==> config.mk <==
export PLATFORM = sky130hd
export DESIGN_NAME = blowfish_feistel_engine
export DESIGN_NICKNAME = d
export VERILOG_FILES = /design/src/rtl/blowfish_pkg.sv /design/src/rtl/blowfish_skey_sel.sv /design/src/rtl/blowfish_feistel_engine.sv
export SDC_FILE = /design/constraint.sdc
export NUM_CORES = 1
export LEC_CHECK = 0
export BUFFER_PORTS_ARGS = -buffer_cell sky130_fd_sc_hd__buf_2
export CORE_AREA = 2 2 181 183
export CTS_BUF_LIST = sky130_fd_sc_hd__clkbuf_2
export CTS_CLUSTER_SIZE = 30
export DETAILED_ROUTE_END_ITERATION = 8
export DIE_AREA = 0 0 183 185
export PLACE_DENSITY = 0.72
export SLEW_MARGIN = 20
export SYNTH_ARGS = -nofsm -noshare
export SYNTH_HDL_FRONTEND = slang
export SYNTH_SLANG_ARGS = --single-unit
==> constraint.sdc <==
create_clock -name clk -period 2.76 [get_ports clk]
set_input_delay 0.552 -clock clk [delete_from_list [all_inputs] [get_ports clk]]
set_output_delay 0.552 -clock clk [all_outputs]
set_load 0.01 [all_outputs]
==> src/rtl/blowfish_pkg.sv <==
// Shared types and helpers for the Blowfish-style Feistel engine:
// FSM state encoding, subkey lookup phases and the subkey index rule.
`timescale 1ns/1ps
package blowfish_pkg;
  localparam int DEF_BLOCK_W = 128;
  localparam int DEF_ROUNDS  = 16;

  typedef enum logic [2:0] {S_IDLE, S_ROUND, S_FWAIT, S_FINAL, S_DONE} state_t;

  // Which subkey the datapath consumes in the current cycle.
  typedef enum logic [1:0] {PH_ROUND, PH_FWAIT, PH_FINAL} phase_t;

  // FWAIT fetches the subkey folded into the new L of the last round; FINAL
  // fetches the one folded into the output upper half.
  function automatic int subkey_index(input int counter, input logic encrypt,
                                      input phase_t phase, input int nk);
    int idx;
    case (phase)
      PH_ROUND: idx = encrypt ? counter : nk - 1 - counter;
      PH_FWAIT: idx = encrypt ? nk - 2 : 1;
      default:  idx = encrypt ? nk - 1 : 0;
    endcase
    return idx;
  endfunction
endpackage

==> src/rtl/blowfish_skey_sel.sv <==
// Maps round counter, mode and lookup phase to the subkey array index.
`timescale 1ns/1ps
module blowfish_skey_sel
  import blowfish_pkg::*;
#(
  parameter int NK = 18,
  parameter int CW = $clog2(NK)
) (
  input  logic [CW-1:0] i_counter,
  input  logic          i_encrypt,
  input  phase_t        i_phase,
  output logic [CW-1:0] o_skey_idx
);
  always_comb begin
    o_skey_idx = CW'(subkey_index(int'(i_counter), i_encrypt, i_phase, NK));
  end
endmodule

==> src/rtl/blowfish_feistel_engine.sv <==
// Iterative Blowfish Feistel core: one subkey XOR cycle plus one external
// F-function handshake per round, then a single output whitening cycle.
`timescale 1ns/1ps
module blowfish_feistel_engine
  import blowfish_pkg::*;
#(
  parameter int BLOCK_W = DEF_BLOCK_W,
  parameter int ROUNDS  = DEF_ROUNDS
) (
  input  logic                        clk,
  input  logic                        rst,
  input  logic                        in_valid,
  output logic                        in_ready,
  input  logic                        in_encrypt,
  input  logic [BLOCK_W-1:0]          in_data,
  input  logic                        skey_ready,
  output logic [$clog2(ROUNDS+2)-1:0] skey_idx,
  input  logic [BLOCK_W/2-1:0]        skey_data,
  output logic                        f_req,
  output logic [BLOCK_W/2-1:0]        f_x,
  input  logic                        f_ack,
  input  logic [BLOCK_W/2-1:0]        f_y,
  output logic                        out_valid,
  input  logic                        out_ready,
  output logic [BLOCK_W-1:0]          out_data,
  output logic                        busy
);
  localparam int H  = BLOCK_W / 2;
  localparam int NK = ROUNDS + 2;
  localparam int CW = $clog2(NK);

  state_t          r_state, w_state_next;
  logic [H-1:0]    r_l, r_r;
  logic            r_enc;
  logic [CW-1:0]   r_cnt;
  logic [BLOCK_W-1:0] r_out;
  logic            w_in_fire;
  logic            w_last;
  phase_t          w_phase;

  assign in_ready  = (r_state == S_IDLE) && skey_ready;
  assign w_in_fire = in_valid && in_ready;
  assign w_last    = (r_cnt == CW'(ROUNDS - 1));
  assign f_req     = (r_state == S_FWAIT);
  assign f_x       = (r_state == S_FWAIT) ? r_l : '0;
  assign out_valid = (r_state == S_DONE);
  assign out_data  = r_out;
  assign busy      = (r_state != S_IDLE);

  always_comb begin
    w_phase = PH_ROUND;
    if (r_state == S_FWAIT)      w_phase = PH_FWAIT;
    else if (r_state == S_FINAL) w_phase = PH_FINAL;
  end

  blowfish_skey_sel #(.NK(NK), .CW(CW)) u_skey_sel (
    .i_counter  (r_cnt),
    .i_encrypt  (r_enc),
    .i_phase    (w_phase),
    .o_skey_idx (skey_idx)
  );

  always_comb begin
    w_state_next = r_state;
    case (r_state)
      S_IDLE:  if (w_in_fire) w_state_next = S_ROUND;
      S_ROUND: w_state_next = S_FWAIT;
      S_FWAIT: if (f_ack) w_state_next = w_last ? S_FINAL : S_ROUND;
      S_FINAL: w_state_next = S_DONE;
      S_DONE:  if (out_ready) w_state_next = S_IDLE;
      default: w_state_next = S_IDLE;
    endcase
  end

  always_ff @(posedge clk) begin
    if (rst) begin
      r_state <= S_IDLE;
      r_l     <= '0;
      r_r     <= '0;
      r_enc   <= 1'b0;
      r_cnt   <= '0;
      r_out   <= '0;
    end else begin
      r_state <= w_state_next;
      case (r_state)
        S_IDLE: begin
          if (w_in_fire) begin
            r_l   <= in_data[BLOCK_W-1:H];
            r_r   <= in_data[H-1:0];
            r_enc <= in_encrypt;
            r_cnt <= '0;
          end
        end
        S_ROUND: r_l <= r_l ^ skey_data;
        S_FWAIT: begin
          // Last round also folds in the lower-half output whitening subkey.
          if (f_ack) begin
            r_r   <= r_l;
            r_l   <= r_r ^ f_y ^ (w_last ? skey_data : '0);
            r_cnt <= r_cnt + 1'b1;
          end
        end
        S_FINAL: r_out <= {r_r ^ skey_data, r_l};
        default: ;
      endcase
    end
  end
endmodule
### After elaboration in Yosys (flattened, before gate mapping)

Index checks and enable logic that the tools add are counted.

| operators by class | value |
|---|---|
| add/subtract/negate cells | 2 |
| eq/ne operators | 9 |
| mux-type cells | 22 |
| bitwise logic cells | 4 |
| reductions and logical operators | 11 |

Operators with widths:

| cell | number |
|---|---|
| $mux 64 | 6 |
| $xor 64x64->64 | 4 |
| $pmux 64 s3 | 1 |
| $pmux 64 s2 | 1 |
| $mux 5 | 5 |
| $pmux 5 s2 | 2 |
| $pmux 3 s5 | 1 |
| $mux 3 | 3 |
| $reduce_and 3->1 | 3 |
| $eq 3x2->1 const B | 2 |
| $mux 2 | 3 |
| $reduce_bool 3->1 | 2 |
| $add 5x1->5 const B | 1 |
| $eq 5x4->1 const B | 1 |
| $sub 5x5->5 const A | 1 |
| $ne 2x1->1 const B | 2 |
| $eq 3x1->1 const B | 1 |
| $eq 3x3->1 const B | 1 |
| $logic_not 3->1 | 1 |
| $eq 2x1->1 const B | 1 |
| $logic_and 1x1->1 | 2 |
| $logic_not 2->1 | 1 |
| $ne 2x2->1 const B | 1 |
| $reduce_and 2->1 | 1 |
| $reduce_bool 2->1 | 1 |

| word-level totals | value |
|---|---|
| flip-flop bits (word level) | 265 |
| input bits | 263 |
| output and inout port bits | 201 |
| word-level logic and storage cells | 54 |

### Logic depth before layout (Yosys ltp)

Gate-level depths: netlist (run 1).

| logic depth | value |
|---|---|
| depth in word-level cells | 5 |
| depth in mapped cells | 9 |
| gate-level depth less buffers | 7 |

### Cells and area by module

Synthesis (run 1) repeated with hierarchy kept, for this count alone.

| unflattened totals | value |
|---|---|
| cell total of the unflattened synthesis | 1765 |
| area, all modules | 13968.4 um^2 |

By module, submodules not included:

| module | instances | cells an instance | area an instance (um^2) | seq. area each (um^2) |
|---|---|---|---|---|
| blowfish_feistel_engine | 1 | 1748 | 13862.0 | 5305.1 |
| blowfish_skey_sel | 1 | 17 | 106.4 | 0.0 |

### Worst setup path after synthesis (run 1)

No wires, ideal clock.

| timing path | value |
|---|---|
| path type | reg-to-reg |
| start | register r_cnt[0] |
| end | register r_l[33] |
| library setup time | 138 ps |
| arrival time | 1986 ps |
| required time | 2622 ps |
| slack | 636 ps |
| stages on the path, launching flop included | 10 |
| path buffers | 2 |
| clock period less this slack | 2124 ps |
| cells stage by stage | dfxtp_1 > ha_1 > and3_1 > ha_1 > clkbuf_1 > buf_1 > nand2_1 > xnor2_1 > a222oi_1 > a211oi_1 |

| on the way | value |
|---|---|
| word-level cells in the longest chain between the ends | 5 |

RTL lines:

| what | RTL line | text |
|---|---|---|
| start, declared | blowfish_feistel_engine.sv:35 | `logic [CW-1:0] r_cnt;` |
| start signal, assigned | blowfish_feistel_engine.sv:100 | `r_cnt <= r_cnt + 1'b1;` |
| $eq 5x4->1 | blowfish_feistel_engine.sv:43 | `assign w_last = (r_cnt == CW'(ROUNDS - 1));` |
| $mux 64 | blowfish_feistel_engine.sv:99 | `r_l <= r_r ^ f_y ^ (w_last ? skey_data : '0);` |
| $xor 64x64->64 | blowfish_feistel_engine.sv:99 |  |
| $mux 64 | blowfish_feistel_engine.sv:97 | `if (f_ack) begin` |
| $pmux 64 s3 | blowfish_feistel_engine.sv:85 | `case (r_state)` |
| end signal, assigned | blowfish_feistel_engine.sv:88 | `r_l <= in_data[BLOCK_W-1:H];` |
| end signal, assigned | blowfish_feistel_engine.sv:94 | `S_ROUND: r_l <= r_l ^ skey_data;` |
| end signal, assigned | blowfish_feistel_engine.sv:99 |  |
| end, declared | blowfish_feistel_engine.sv:33 | `logic [H-1:0] r_l, r_r;` |

No other way between the ends. The select of a mux whose other input is x is not followed.
A chain may end at the register's enable or synchronous reset.

### Worst setup path in the final report (run 1)

| timing path | value |
|---|---|
| start | register r_state[0] |
| end | output f_x[55] |

| on the way | value |
|---|---|
| word-level cells in the longest chain between the ends | 2 |

RTL lines:

| what | RTL line | text |
|---|---|---|
| start, declared | blowfish_feistel_engine.sv:32 | `state_t r_state, w_state_next;` |
| start signal, assigned | blowfish_feistel_engine.sv:84 | `r_state <= w_state_next;` |
| $eq 3x2->1 | blowfish_feistel_engine.sv:45 | `assign f_x = (r_state == S_FWAIT) ? r_l : '0;` |
| $mux 64 | blowfish_feistel_engine.sv:45 |  |
| end, declared | blowfish_feistel_engine.sv:20 | `output logic [BLOCK_W/2-1:0] f_x,` |

No other way between the ends.

==> tab_implementation.tex, run 1 <==
\begin{tabular}{lr}
\hline
Metric & Value \\
\hline
\multicolumn{2}{l}{\textbf{Synth}} \\
Most frequent cells after synthesis & sky130\_fd\_sc\_hd\_\_nand2\_1, sky130\_fd\_sc\_hd\_\_dfxtp\_1, sky130\_fd\_sc\_hd\_\_xnor2\_1 \\
Fraction of synthesis flops using an asynchronous set or reset pin & 0\% \\
Net Count, Synth & slightly above 2000 \\
Area share of the leading cell type in the synthesized netlist & 37.8\% \\
Number of enable-type register cells in the synthesized netlist & 0 \\
Count of cell types in the netlist & 37 \\
Dominant synthesized flop cell & sky130\_fd\_sc\_hd\_\_dfxtp\_1 \\
Largest area contributor in the netlist & sky130\_fd\_sc\_hd\_\_dfxtp\_1 \\
Most used standard cell by instance count after synthesis & sky130\_fd\_sc\_hd\_\_nand2\_1 \\
Number of warning messages in the yosys log & 0 \\
\#FFs+latches synth & around 270 \\
Post-synthesis average cell area & $\sim$8 µm² \\
Portion of the post-synthesis area used by sequential elements & 37.8\% \\
Number of standard cells after synthesis & 1772 \\
Top area cells in the synthesized netlist & sky130\_fd\_sc\_hd\_\_dfxtp\_1, sky130\_fd\_sc\_hd\_\_xnor2\_1, sky130\_fd\_sc\_hd\_\_nand2\_1 \\
Syn Std Cell Area & 14000 µm² \\
\multicolumn{2}{l}{\textbf{Layout}} \\
Area growth from synthesis to layout & 39.5\% \\
Layout cells sized above 1 & 32.6\% \\
Count of nets after finishing & 2587 \\
Non-filler instance count after layout & 2791 \\
Post-route standard cell area excluding fillers & 19600 µm² \\
\multicolumn{2}{l}{\textbf{Routing}} \\
Final routed wirelength across all metal layers & about 55000 µm \\
Initial DRT Pass Iterations & 9 \\
Antenna violation net count after detailed routing & 0 \\
Per-cell via count in the routed design & 5.67 \\
Total DRC errors in the routed layout & 5 \\
Count of routing violations after the opening detailed-route iteration & 1362 \\
Routed WL per cell & 19.6 µm \\
Count of vias placed by the detailed router & 15800 \\
\multicolumn{2}{l}{\textbf{Timing}} \\
Final Max Tran Viols & 0 \\
Final count of hold timing violations & 0 \\
Minimum clock period & 2.77 ns \\
Setup total negative slack & -0.0160 ns \\
Final setup slack of the worst path & -0.0108 ns \\
Hold Slack & 0.0887 ns \\
RSZ-0062 raised after global routing & true \\
Worst-case headroom to the max-slew limit & about 39\% \\
Setup Skew & 0.125 ns \\
Least-Margin Pin Slew & 0.917 ns \\
Period Utilization, post-route & 100\% \\
Setup-violating endpoint count in the final report & 4 \\
Max frequency & 361 MHz \\
\multicolumn{2}{l}{\textbf{GRT}} \\
First-pass GRT wire length & approximately 79000 µm \\
Number of global-route vias before repair & about 15000 \\
Total overflow reported by the global router & 0 \\
Antenna violations before repair & 6 \\
GRT Overall Usage & a little under 30\% \\
Pin count of the biggest net entering global routing & 193 \\
\multicolumn{2}{l}{\textbf{Worst hold path}} \\
Worst hold stages & 3 \\
Class of the most critical hold timing path & in -> reg \\
\multicolumn{2}{l}{\textbf{Worst setup path}} \\
Worst Reg2Reg Path Length in Cells & 8 \\
Buffers plus inverters on the worst setup path & 4 \\
Critical Path End Type & output port \\
Timing endpoint of the critical path & f\_x[55] \\
Data required, critical path & 2.21 ns \\
Type of the worst setup path & reg -> out \\
Maximum fanout along the worst path & 5 \\
Largest stage delay on the critical path & 0.51 ns \\
Data arrival time of the critical path & 2.22 ns \\
CP Launch Type & flip-flop \\
Startpoint of the lowest-slack register-to-register path & r\_cnt[0]\$\_SDFFE\_PP0P\_ \\
Worst reg2reg setup slack & 0.44 ns \\
Logic depth of the worst setup path including buffers & 6 \\
Slowest stage cell, crit path & sky130\_fd\_sc\_hd\_\_or3b\_4 \\
Critical Path, Cell by Cell & or3b\_4, clkinv\_8, buf\_6, nand2\_1, inv\_1, buf\_2 \\
R2r endpoint & r\_l[53]\$\_SDFFE\_PP0P\_ \\
Critical path's top delay family & simple AND/OR/NAND/NOR gates \\
Launching instance or port of the critical path & r\_state[0]\$\_SDFFE\_PP0P\_ \\
\multicolumn{2}{l}{\textbf{CTS}} \\
Number of H-tree levels & 3 \\
Latest clock arrival within the worst-skew pair & 0.86 ns \\
TritonCTS clock tree & yes \\
Bufs on Longest Clock Path & 3 \\
CTS Buf Count & between 70 and 80 \\
Clock input transition at the sequential cells of the worst setup and hold paths & 0.09 ns \\
Clock Root Buffer & sky130\_fd\_sc\_hd\_\_clkbuf\_2 \\
Clock Sink Count & 265 \\
\multicolumn{2}{l}{\textbf{Power}} \\
Total power divided by cell area & 482 nW/µm² \\
Leakage & 9.27 nW \\
VDD IR-drop max & about 0.00028 V \\
\multicolumn{2}{l}{\textbf{Status}} \\
Violated checks & DRC, setup timing \\
Status & finished, violations left \\
\multicolumn{2}{l}{\textbf{Die}} \\
Y dimension of the die & approximately 190 µm \\
Core outline area & roughly 32000 µm² \\
Die area & 33900 µm² \\
Floorplan die width & 183 µm \\
Starting utilization of the core area & 43.8\% \\
Boundary Pins & 464 \\
Site row count & 66 \\
\multicolumn{2}{l}{\textbf{Place}} \\
Total placed cells including tap cells & 2522 \\
Final weighted congestion in routability-driven placement & 0.917 \\
Dpl hpwl & around 33000 µm \\
Count of buffers inserted at the top-level ports & approximately 460 \\
Placed instance area & 16600 µm² \\
\multicolumn{2}{l}{\textbf{Run}} \\
Maxcap violations & 0 \\
\hline
\end{tabular}
## how the worst min path moves through the flow
stage	slack, ns	startpoint	endpoint
CTS	0.0003	skey_data[38]	out_data[102]$_SDFFE_PP0P_
global route	0.003	skey_data[31]	out_data[95]$_SDFFE_PP0P_
floorplan	0.45	r_cnt[4]$_SDFFE_PP0P_	r_cnt[4]$_SDFFE_PP0P_
detailed placement	0.44	out_data[5]$_SDFFE_PP0P_	out_data[5]$_SDFFE_PP0P_
finish	0.09	skey_data[53]	out_data[117]$_SDFFE_PP0P_
global placement	0.44	out_data[22]$_SDFFE_PP0P_	out_data[22]$_SDFFE_PP0P_
## cells by family after synthesis
logic type / count (synthesis) / share of synthesized area, %
AO/OA/AOI/OAI: 469 / 23.7
XOR/XNOR: 257 / 16.0
adder cells (fa/ha/maj): 4 / 0.356
buffers and inverters: 289 / 8.53
flip-flops: 265 / 37.8
multiplexers: 2 / 0.143
AND/OR/NAND/NOR: 486 / 13.5
## cells in the final DEF, fill, tap and decap left out, drive strengths merged, types with 65 or more instances in the layout
cell | netlist | routed
dfxtp | 265 | 265
buf | 63 | 517
xnor2 | 192 | 192
xor2 | 65 | 65
clkbuf | 90 | 117
a211oi | 129 | 129
a21oi | 140 | 140
nor2 | 135 | 135
nand2 | 328 | 328
inv | 135 | 135
dlygate4sd3 | 0 | 97
## sequential cells by signal (all words and copies together) (netlist names)
name and cells:
out_data 128, r_cnt 5, r_enc 1, r_l 64
r_r 64, r_state 3
## routing by layer
layer	vias up	part of all wire, %	track usage [%]
met2	940	48	49.3
met3	218	9.9	7.67
met1	7399	37	33.0
met4	2	5.6	18.0
li1	7276	-	-
met5	-	0.024	0
## where the power goes
part,switching [W],internal [W]
registers,0.000292,0.00402
logic,0.000995,0.000967
clock network,0.00174,0.00143
## stage by stage
step                total power (W)  utilization [%]  setup WS [ns]
floorplan                   0.00542                -          0.636
global placement            0.00600             51.9          0.567
detailed placement          0.00604             51.9          0.545
CTS                         0.00935             58.0         -0.116
global route                0.00990             61.1         -0.153
finish                      0.00945             61.2        -0.0108
## cell type report
type,instances,area (µm²)
clock inverters,22,188
multi-input cells,1218,7980
flip-flops and latches,265,5320
repair buffers,623,4470
inverters,136,528
repair inverters,2,32.5
diodes,7,17.5
clock buffers,110,551
well taps,408,510
fillers,2736,12400
## worst reg2reg max path: stages (launching register included)
cell and delay [ns]:
sky130_fd_sc_hd__dfxtp_1 0.48, sky130_fd_sc_hd__ha_1 0.23, sky130_fd_sc_hd__and3_1 0.17, sky130_fd_sc_hd__ha_2 0.19, sky130_fd_sc_hd__buf_12 0.29, sky130_fd_sc_hd__nand2_1 0.18
sky130_fd_sc_hd__xnor2_1 0.15, sky130_fd_sc_hd__a222oi_1 0.36, sky130_fd_sc_hd__a211oi_1 0.13
## what timing repair did
item	4_1_cts	5_1_grt
endpoints found under the hold margin	97	0
pin swaps	0	20
resized for setup	28	206
buffers inserted	5	14
setup endpoints to repair	70	69
gates cloned	4	10
hold buffers	97	0
(Power assumes the default switching activity.)
==> inputs of run 2 (changes only) <==
Settings changed: CELL_PAD_IN_SITES_DETAIL_PLACEMENT set to 1, CELL_PAD_IN_SITES_GLOBAL_PLACEMENT set to 2, CORE_AREA 2 2 181 183 to not set, CORE_ASPECT_RATIO set to 0.6, CORE_MARGIN set to 2, CORE_UTILIZATION set to 29, DIE_AREA 0 0 183 185 to not set, PLACE_DENSITY 0.72 to 0.83.
==> run 2 against run 1 <==
Compared with the run above:
- the run ends with setup timing left
- hold slack improved by 0.056 ns
- fmax fell by 4.1%
- setup slack got worse by 0.12 ns
- first-iteration DRC count decreased by 27%
- cell count increased by 11%
- via count down 0.10%
- clock skew shrank 0.013 ns
- critical path depth is the same
- sequential power hardly changed
- count of clock-buffer cells in the layout down 3
- routed wire length increased by 18%
- critical path type unchanged
- critical endpoint is now f_x[45]
- largest cell class unchanged
==> tab_implementation.tex, run 2 (synthesis gave the netlist of run 1 again) <==
\begin{tabular}{lr}
\hline
Metric & Value \\
\hline
\multicolumn{2}{l}{\textbf{CTS}} \\
Clock Root Buffer & sky130\_fd\_sc\_hd\_\_clkbuf\_2 (unchanged) \\
TritonCTS clock tree & yes (unchanged) \\
Number of H-tree levels & 3 (unchanged) \\
Clock Sink Count & 265 (unchanged) \\
Latest clock arrival within the worst-skew pair & 0.96 ns (was 0.86 ns) \\
Clock input transition at the sequential cells of the worst setup and hold paths & 0.11 ns (was 0.09 ns) \\
CTS Buf Count & 75 (was 74) \\
Bufs on Longest Clock Path & 3 (unchanged) \\
\multicolumn{2}{l}{\textbf{Timing}} \\
Max frequency & 346 MHz (was 361 MHz) \\
Period Utilization, post-route & 105\% (was 100\%) \\
Final count of hold timing violations & 0 (unchanged) \\
Final setup slack of the worst path & -0.130 ns (was -0.0108 ns) \\
Worst-case headroom to the max-slew limit & 29.2\% (was 38.9\%) \\
Least-Margin Pin Slew & 1.06 ns (was 0.917 ns) \\
Minimum clock period & 2.89 ns (was 2.77 ns) \\
RSZ-0062 raised after global routing & true (unchanged) \\
Final Max Tran Viols & 0 (unchanged) \\
Setup-violating endpoint count in the final report & 64 (was 4) \\
Setup Skew & 0.113 ns (was 0.125 ns) \\
\multicolumn{2}{l}{\textbf{Run}} \\
Maxcap violations & 0 (unchanged) \\
\multicolumn{2}{l}{\textbf{Layout}} \\
Non-filler instance count after layout & 3102 (was 2791) \\
Number of flip-flops under the largest register name & 128 (unchanged) \\
Layout cells sized above 1 & 29.1\% (was 32.6\%) \\
Multi-input logic area & 7810 µm² (was 7980 µm²) \\
Count of fill cells added during filler insertion & 5942 (was 2736) \\
Commonest cells after routing, fill and taps aside & sky130\_fd\_sc\_hd\_\_buf\_2, sky130\_fd\_sc\_hd\_\_nand2\_1, sky130\_fd\_sc\_hd\_\_dfxtp\_1, sky130\_fd\_sc\_hd\_\_xnor2\_1, sky130\_fd\_sc\_hd\_\_dlygate4sd3\_1 (was sky130\_fd\_sc\_hd\_\_buf\_2, sky130\_fd\_sc\_hd\_\_nand2\_1, sky130\_fd\_sc\_hd\_\_dfxtp\_1, sky130\_fd\_sc\_hd\_\_xnor2\_1, sky130\_fd\_sc\_hd\_\_a21oi\_1) \\
Post-route standard cell area excluding fillers & 20300 µm² (was 19600 µm²) \\
Most frequent standard cell in the layout excluding fill and tap cells & sky130\_fd\_sc\_hd\_\_buf\_2 (unchanged) \\
Count of nets after finishing & 2673 (was 2587) \\
Core occupancy in the finished layout & 42.6\% (was 61.2\%) \\
Register cell area after layout & 5320 µm² (about the same) \\
Area growth from synthesis to layout & 44.9\% (was 39.5\%) \\
\multicolumn{2}{l}{\textbf{GRT}} \\
Pin count of the biggest net entering global routing & 104 (was 193) \\
Antenna violations before repair & 7 (was 6) \\
First-pass GRT wire length & 97800 µm (was 79100 µm) \\
GRT Overall Usage & 24.8\% (was 29.2\%) \\
Number of global-route vias before repair & 17000 (was 15100) \\
Total overflow reported by the global router & 0 (unchanged) \\
\multicolumn{2}{l}{\textbf{Power}} \\
Share of power burned in the clock network & 32.5\% (was 33.6\%) \\
Net switching power & 0.00315 W (was 0.00303 W) \\
Sequential group share of total power & 45.5\% (was 45.7\%) \\
Fraction of power spent switching nets & 33.4\% (was 32.1\%) \\
Total power divided by cell area & 463 nW/µm² (was 482 nW/µm²) \\
Combinational Power Share & 22.0\% (was 20.8\%) \\
VDD IR-drop max & 0.000255 V (was 0.000284 V) \\
Int Power & 0.00628 W (was 0.00642 W) \\
Leakage & 9.30 nW (was 9.27 nW) \\
\multicolumn{2}{l}{\textbf{Place}} \\
Total placed cells including tap cells & 2752 (was 2522) \\
Final weighted congestion in routability-driven placement & 0.820 (was 0.917) \\
Dpl hpwl & 40700 µm (was 33000 µm) \\
Placed instance area & 17000 µm² (was 16600 µm²) \\
Count of buffers inserted at the top-level ports & 463 (unchanged) \\
Dpl ws & 0.196 ns (was 0.545 ns) \\
\multicolumn{2}{l}{\textbf{Routing}} \\
Count of vias placed by the detailed router & 15800 (about the same) \\
Count of routing violations after the opening detailed-route iteration & 991 (was 1362) \\
Initial DRT Pass Iterations & 6 (was 9) \\
Per-cell via count in the routed design & 5.10 (was 5.67) \\
Total DRC errors in the routed layout & 0 (was 5) \\
Antenna violation net count after detailed routing & 0 (unchanged) \\
Final routed wirelength across all metal layers & 64700 µm (was 54800 µm) \\
Routed WL per cell & 20.9 µm (was 19.6 µm) \\
\multicolumn{2}{l}{\textbf{Die}} \\
Boundary Pins & 464 (unchanged) \\
Floorplan die width & 288 µm (was 183 µm) \\
Die area & 50300 µm² (was 33900 µm²) \\
Y dimension of the die & 174 µm (was 185 µm) \\
Starting utilization of the core area & 29.4\% (was 43.8\%) \\
Site row count & 62 (was 66) \\
Core outline area & 47800 µm² (was 32000 µm²) \\
\multicolumn{2}{l}{\textbf{Worst hold path}} \\
Worst hold stages & 3 (unchanged) \\
Class of the most critical hold timing path & in -> reg (unchanged) \\
\multicolumn{2}{l}{\textbf{Worst setup path}} \\
Worst Reg2Reg Path Length in Cells & 8 (unchanged) \\
Data arrival time of the critical path & 2.34 ns (was 2.22 ns) \\
CP Launch Type & flip-flop (unchanged) \\
Maximum fanout along the worst path & 17 (was 5) \\
Data required, critical path & 2.21 ns (about the same) \\
Critical Path End Type & output port (unchanged) \\
Type of the worst setup path & reg -> out (unchanged) \\
\multicolumn{2}{l}{\textbf{Status}} \\
Status & finished, violations left (unchanged) \\
Violated checks & setup timing (was DRC, setup timing) \\
\hline
\end{tabular}
-- run 2: cell types whose count changed in the layout (fill, tap and decap cells not counted), moves of 5 or more --
cell,change
sky130_fd_sc_hd__buf_12,+5
sky130_fd_sc_hd__buf_2,+29
sky130_fd_sc_hd__buf_4,-5
sky130_fd_sc_hd__buf_6,-30
sky130_fd_sc_hd__clkbuf_16,-5
sky130_fd_sc_hd__clkinv_1,-6
sky130_fd_sc_hd__dlygate4sd3_1,+90
sky130_fd_sc_hd__inv_1,+33
sky130_fd_sc_hd__inv_2,-34
sky130_fd_sc_hd__nand2_1,+25
sky130_fd_sc_hd__nand2_4,-27
-- run 2: power by group through the flow --
stage                     Clock (W)  Sequential [W]  Combinational [W]
after floorplan                   0         0.00429            0.00113
after global placement            0         0.00435            0.00169
after detailed placement          0         0.00436            0.00175
after CTS                   0.00320         0.00427            0.00203
after global routing        0.00341         0.00432            0.00226
final                       0.00307         0.00429            0.00207
-- run 2: worst paths after layout --
kind                                     to  slack, ns                       from
setup / recovery                    f_x[45]      -0.13    r_state[2]$_SDFFE_PP0P_
hold / removal          r_l[2]$_SDFFE_PP0P_       0.14                in_data[66]
setup reg to reg       r_l[11]$_SDFFE_PP0P_       0.21      r_cnt[0]$_SDFFE_PP0P_
hold reg to reg   out_data[53]$_SDFFE_PP0P_       0.46  out_data[53]$_SDFFE_PP0P_
-- run 2: cell type report --
type / count / share of cell area (%)
Multi-Input combinational cell: 1218 / 38.4
Sequential cell: 265 / 26.1
Timing Repair Buffer: 709 / 25.4
Tap cell: 640 / 3.94
Clock buffer: 107 / 2.63
Inverter: 136 / 2.60
Clock inverter: 20 / 0.707
Timing Repair inverter: 1 / 0.0799
Antenna cell: 6 / 0.0738
-- run 2: stage by stage --
step	total power (W)	TNS (ns)	hold WS, ns
2_1_floorplan	0.00542	0	0.445
3_3_place_gp	0.00603	0	0.441
3_5_place_dp	0.00610	0	0.447
4_1_cts	0.00951	-16.13	0.000298
5_1_grt	0.00999	-18.01	0.0289
6_report	0.00943	-3.91	0.144
-- run 2: routing by layer --
layer	GRT usage, %	wire length [µm]	vias to the layer above
li1	-	-	7435
met1	31.9	29000	7739
met2	41.3	30600	523
met3	5.41	3600	120
met4	7.66	1520	2
met5	0	13	-
-- run 2: worst max-delay path: stages, from the launching register on --
cell                      delay (ns)
sky130_fd_sc_hd__dfxtp_4        0.37
sky130_fd_sc_hd__or3b_4         0.43
sky130_fd_sc_hd__inv_12         0.13
sky130_fd_sc_hd__buf_16         0.16
sky130_fd_sc_hd__nand2_1        0.11
sky130_fd_sc_hd__inv_1          0.08
sky130_fd_sc_hd__buf_2          0.14
-- run 2: timing repair --
item,in CTS,in global routing
hold buffers,187,0
gates cloned,5,1
gates resized for setup,78,51
hold endpoints to repair,187,0
endpoints found under the setup margin,73,69
pin swaps,2,3
buffers inserted,16,10
==> inputs of run 3 (changes only) <==
Settings changed: RECOVER_POWER set to 25.
==> run 3 against run 2 <==
Compared with the run above:
- the run ends with capacitance limit, setup timing left
- fmax hardly changed
- count of clock-buffer cells in the layout stayed put
- critical path depth stayed put
- sequential power hardly changed
- die area stayed put
- register-to-register slack hardly changed
- global-route usage stayed put
- cell count stayed put
- total power hardly changed
- largest cell class unchanged
==> tab_implementation.tex, run 3 (synthesis gave the netlist of run 1 again) <==
\begin{tabular}{lr}
\hline
Metric & Value \\
\hline
\multicolumn{2}{l}{\textbf{Status}} \\
Status & finished, violations left (unchanged) \\
Violated checks & capacitance limit, setup timing (was setup timing) \\
\multicolumn{2}{l}{\textbf{Worst setup path}} \\
Worst reg2reg setup slack & 0.20 ns (was 0.21 ns) \\
Critical Path, Cell by Cell & or3b\_4, inv\_12, buf\_16, nand2\_1, inv\_1, buf\_2 (unchanged) \\
Data required, critical path & 2.21 ns (about the same) \\
CP Launch Type & flip-flop (unchanged) \\
Maximum fanout along the worst path & 17 (unchanged) \\
Data arrival time of the critical path & 2.34 ns (about the same) \\
Largest stage delay on the critical path & 0.43 ns (about the same) \\
Buffers plus inverters on the worst setup path & 4 (unchanged) \\
Critical Path End Type & output port (unchanged) \\
Critical path's top delay family & simple AND/OR/NAND/NOR gates (unchanged) \\
Type of the worst setup path & reg -> out (unchanged) \\
Slowest stage cell, crit path & sky130\_fd\_sc\_hd\_\_or3b\_4 (unchanged) \\
\multicolumn{2}{l}{\textbf{Place}} \\
Final weighted congestion in routability-driven placement & 0.820 (unchanged) \\
Placed instance area & 17000 µm² (unchanged) \\
Total placed cells including tap cells & 2752 (unchanged) \\
Dpl hpwl & 40700 µm (unchanged) \\
Dpl ws & 0.196 ns (unchanged) \\
Count of buffers inserted at the top-level ports & 463 (unchanged) \\
\multicolumn{2}{l}{\textbf{CTS}} \\
Latest clock arrival within the worst-skew pair & 0.96 ns (about the same) \\
Clock Sink Count & 265 (unchanged) \\
Clock input transition at the sequential cells of the worst setup and hold paths & 0.11 ns (about the same) \\
TritonCTS clock tree & yes (unchanged) \\
CTS Buf Count & 75 (unchanged) \\
Number of H-tree levels & 3 (unchanged) \\
Clock Root Buffer & sky130\_fd\_sc\_hd\_\_clkbuf\_2 (unchanged) \\
Bufs on Longest Clock Path & 3 (unchanged) \\
\multicolumn{2}{l}{\textbf{Timing}} \\
Final Max Tran Viols & 0 (unchanged) \\
RSZ-0062 raised after global routing & true (unchanged) \\
Least-Margin Pin Slew & 1.47 ns (was 1.06 ns) \\
Period Utilization, post-route & 105\% (about the same) \\
Setup total negative slack & -3.89 ns (was -3.91 ns) \\
Worst-case headroom to the max-slew limit & 1.41\% (was 29.2\%) \\
Setup Skew & 0.115 ns (was 0.113 ns) \\
Final setup slack of the worst path & -0.129 ns (was -0.130 ns) \\
Max frequency & 346 MHz (about the same) \\
Setup-violating endpoint count in the final report & 64 (unchanged) \\
Final count of hold timing violations & 0 (unchanged) \\
Minimum clock period & 2.89 ns (about the same) \\
Hold Slack & 0.147 ns (was 0.144 ns) \\
\multicolumn{2}{l}{\textbf{GRT}} \\
Global route hottest layer & met2 (unchanged) \\
Global-route track usage on met1 & 31.9\% (unchanged) \\
Pin count of the biggest net entering global routing & 104 (unchanged) \\
Antenna violations before repair & 7 (unchanged) \\
First-pass GRT wire length & 97800 µm (unchanged) \\
Total overflow reported by the global router & 0 (unchanged) \\
GRT Overall Usage & 24.8\% (unchanged) \\
Met2 Track Usage GR & 41.3\% (unchanged) \\
Number of global-route vias before repair & 17000 (unchanged) \\
Met3 Track Usage GR & 5.41\% (unchanged) \\
\multicolumn{2}{l}{\textbf{Routing}} \\
Routed WL per cell & 20.9 µm (about the same) \\
Count of vias placed by the detailed router & 15800 (about the same) \\
Count of routing violations after the opening detailed-route iteration & 973 (was 991) \\
Total DRC errors in the routed layout & 0 (unchanged) \\
Final routed wirelength across all metal layers & 64700 µm (about the same) \\
Antenna violation net count after detailed routing & 0 (unchanged) \\
Per-cell via count in the routed design & 5.11 (was 5.10) \\
Initial DRT Pass Iterations & 6 (unchanged) \\
\multicolumn{2}{l}{\textbf{Power}} \\
Leakage & 9.28 nW (was 9.30 nW) \\
VDD IR-drop max & 0.000255 V (about the same) \\
Total power divided by cell area & 464 nW/µm² (was 463 nW/µm²) \\
\multicolumn{2}{l}{\textbf{Die}} \\
Die area & 50300 µm² (unchanged) \\
Boundary Pins & 464 (unchanged) \\
Core outline area & 47800 µm² (unchanged) \\
Starting utilization of the core area & 29.4\% (unchanged) \\
Site row count & 62 (unchanged) \\
Y dimension of the die & 174 µm (unchanged) \\
Floorplan die width & 288 µm (unchanged) \\
\multicolumn{2}{l}{\textbf{Layout}} \\
Post-route standard cell area excluding fillers & 20300 µm² (about the same) \\
Commonest cells after routing, fill and taps aside & sky130\_fd\_sc\_hd\_\_buf\_2, sky130\_fd\_sc\_hd\_\_nand2\_1, sky130\_fd\_sc\_hd\_\_dfxtp\_1, sky130\_fd\_sc\_hd\_\_xnor2\_1, sky130\_fd\_sc\_hd\_\_dlygate4sd3\_1 (unchanged) \\
Count of nets after finishing & 2673 (unchanged) \\
Area growth from synthesis to layout & 44.7\% (was 44.9\%) \\
Number of flip-flops under the largest register name & 128 (unchanged) \\
Most frequent standard cell in the layout excluding fill and tap cells & sky130\_fd\_sc\_hd\_\_buf\_2 (unchanged) \\
Non-filler instance count after layout & 3102 (unchanged) \\
Layout cells sized above 1 & 29.0\% (was 29.1\%) \\
\multicolumn{2}{l}{\textbf{Worst hold path}} \\
Class of the most critical hold timing path & in -> reg (unchanged) \\
\multicolumn{2}{l}{\textbf{Run}} \\
Maxcap violations & 1 (was 0) \\
\hline
\end{tabular}
## run 3: cell types whose count changed in the layout (fill, tap and decap cells not counted)
cell and change:
sky130_fd_sc_hd__and2b_1 +1, sky130_fd_sc_hd__and2b_4 -1, sky130_fd_sc_hd__buf_12 -1, sky130_fd_sc_hd__clkbuf_4 +1
sky130_fd_sc_hd__nand2_2 +1, sky130_fd_sc_hd__nand2_4 -1
## run 3: cell type report
| type | instances | area, µm² |
|---|---|---|
| Antenna cell | 6 | 15.0 |
| Clock buffer | 107 | 536 |
| Clock inverter | 20 | 144 |
| Fill cell | 5945 | 27500 |
| Inverter | 136 | 529 |
| Multi-Input combinational cell | 1218 | 7800 |
| Sequential cell | 265 | 5320 |
| Tap cell | 640 | 801 |
| Timing Repair Buffer | 709 | 5160 |
| Timing Repair inverter | 1 | 16.3 |
## run 3: metrics by stage
stage	total power, W	utilization (%)
after floorplan	0.00542	-
final	0.00943	42.5
after CTS	0.00951	42.0
after global placement	0.00603	35.5
after global routing	0.00998	42.5
after detailed placement	0.00610	35.5
## run 3: per-layer routing
layer  wire length, µm  part of all wire (%)  vias up
met4              1540                   2.4        2
met3              3690                   5.7      124
met2             30500                    47      527
met5                13                 0.020        -
li1                  -                     -     7442
met1             28900                    45     7741
## run 3: path summary, 6_finish.rpt
kind	startpoint	to	cells past startpoint
setup / recovery	r_state[2]$_SDFFE_PP0P_	f_x[45]	6
hold / removal	in_data[66]	r_l[2]$_SDFFE_PP0P_	3
setup reg to reg	r_cnt[0]$_SDFFE_PP0P_	r_l[11]$_SDFFE_PP0P_	8
hold reg to reg	out_data[53]$_SDFFE_PP0P_	out_data[53]$_SDFFE_PP0P_	2
## run 3: worst register-to-register path, delay by kind of cell (launching register included)
kind | cells | cell delay, ns
adder cells (fa/ha/maj) | 2 | 0.62
AO/OA/AOI/OAI | 2 | 0.50
flip-flops | 1 | 0.49
AND/OR/NAND/NOR | 2 | 0.37
buffers and inverters | 1 | 0.27
XOR/XNOR | 1 | 0.15
## run 3: what timing repair did
| action | in CTS | in global routing |
|---|---|---|
| hold buffers | 187 | 0 |
| setup buffers | 16 | 10 |
| endpoints found under the hold margin | 187 | 0 |
| resized for setup | 78 | 51 |
| pin swaps | 2 | 3 |
| setup endpoints to repair | 73 | 69 |
| gates cloned | 5 | 1 |
## run 3: power breakdown
group	switching (W)	total, W	leakage [nW]	internal (W)
registers	0.000267	0.00429	2.16	0.00402
logic	0.00104	0.00207	6.61	0.00104
clock network	0.00184	0.00307	0.508	0.00122
total	0.00314	0.00943	9.28	0.00628
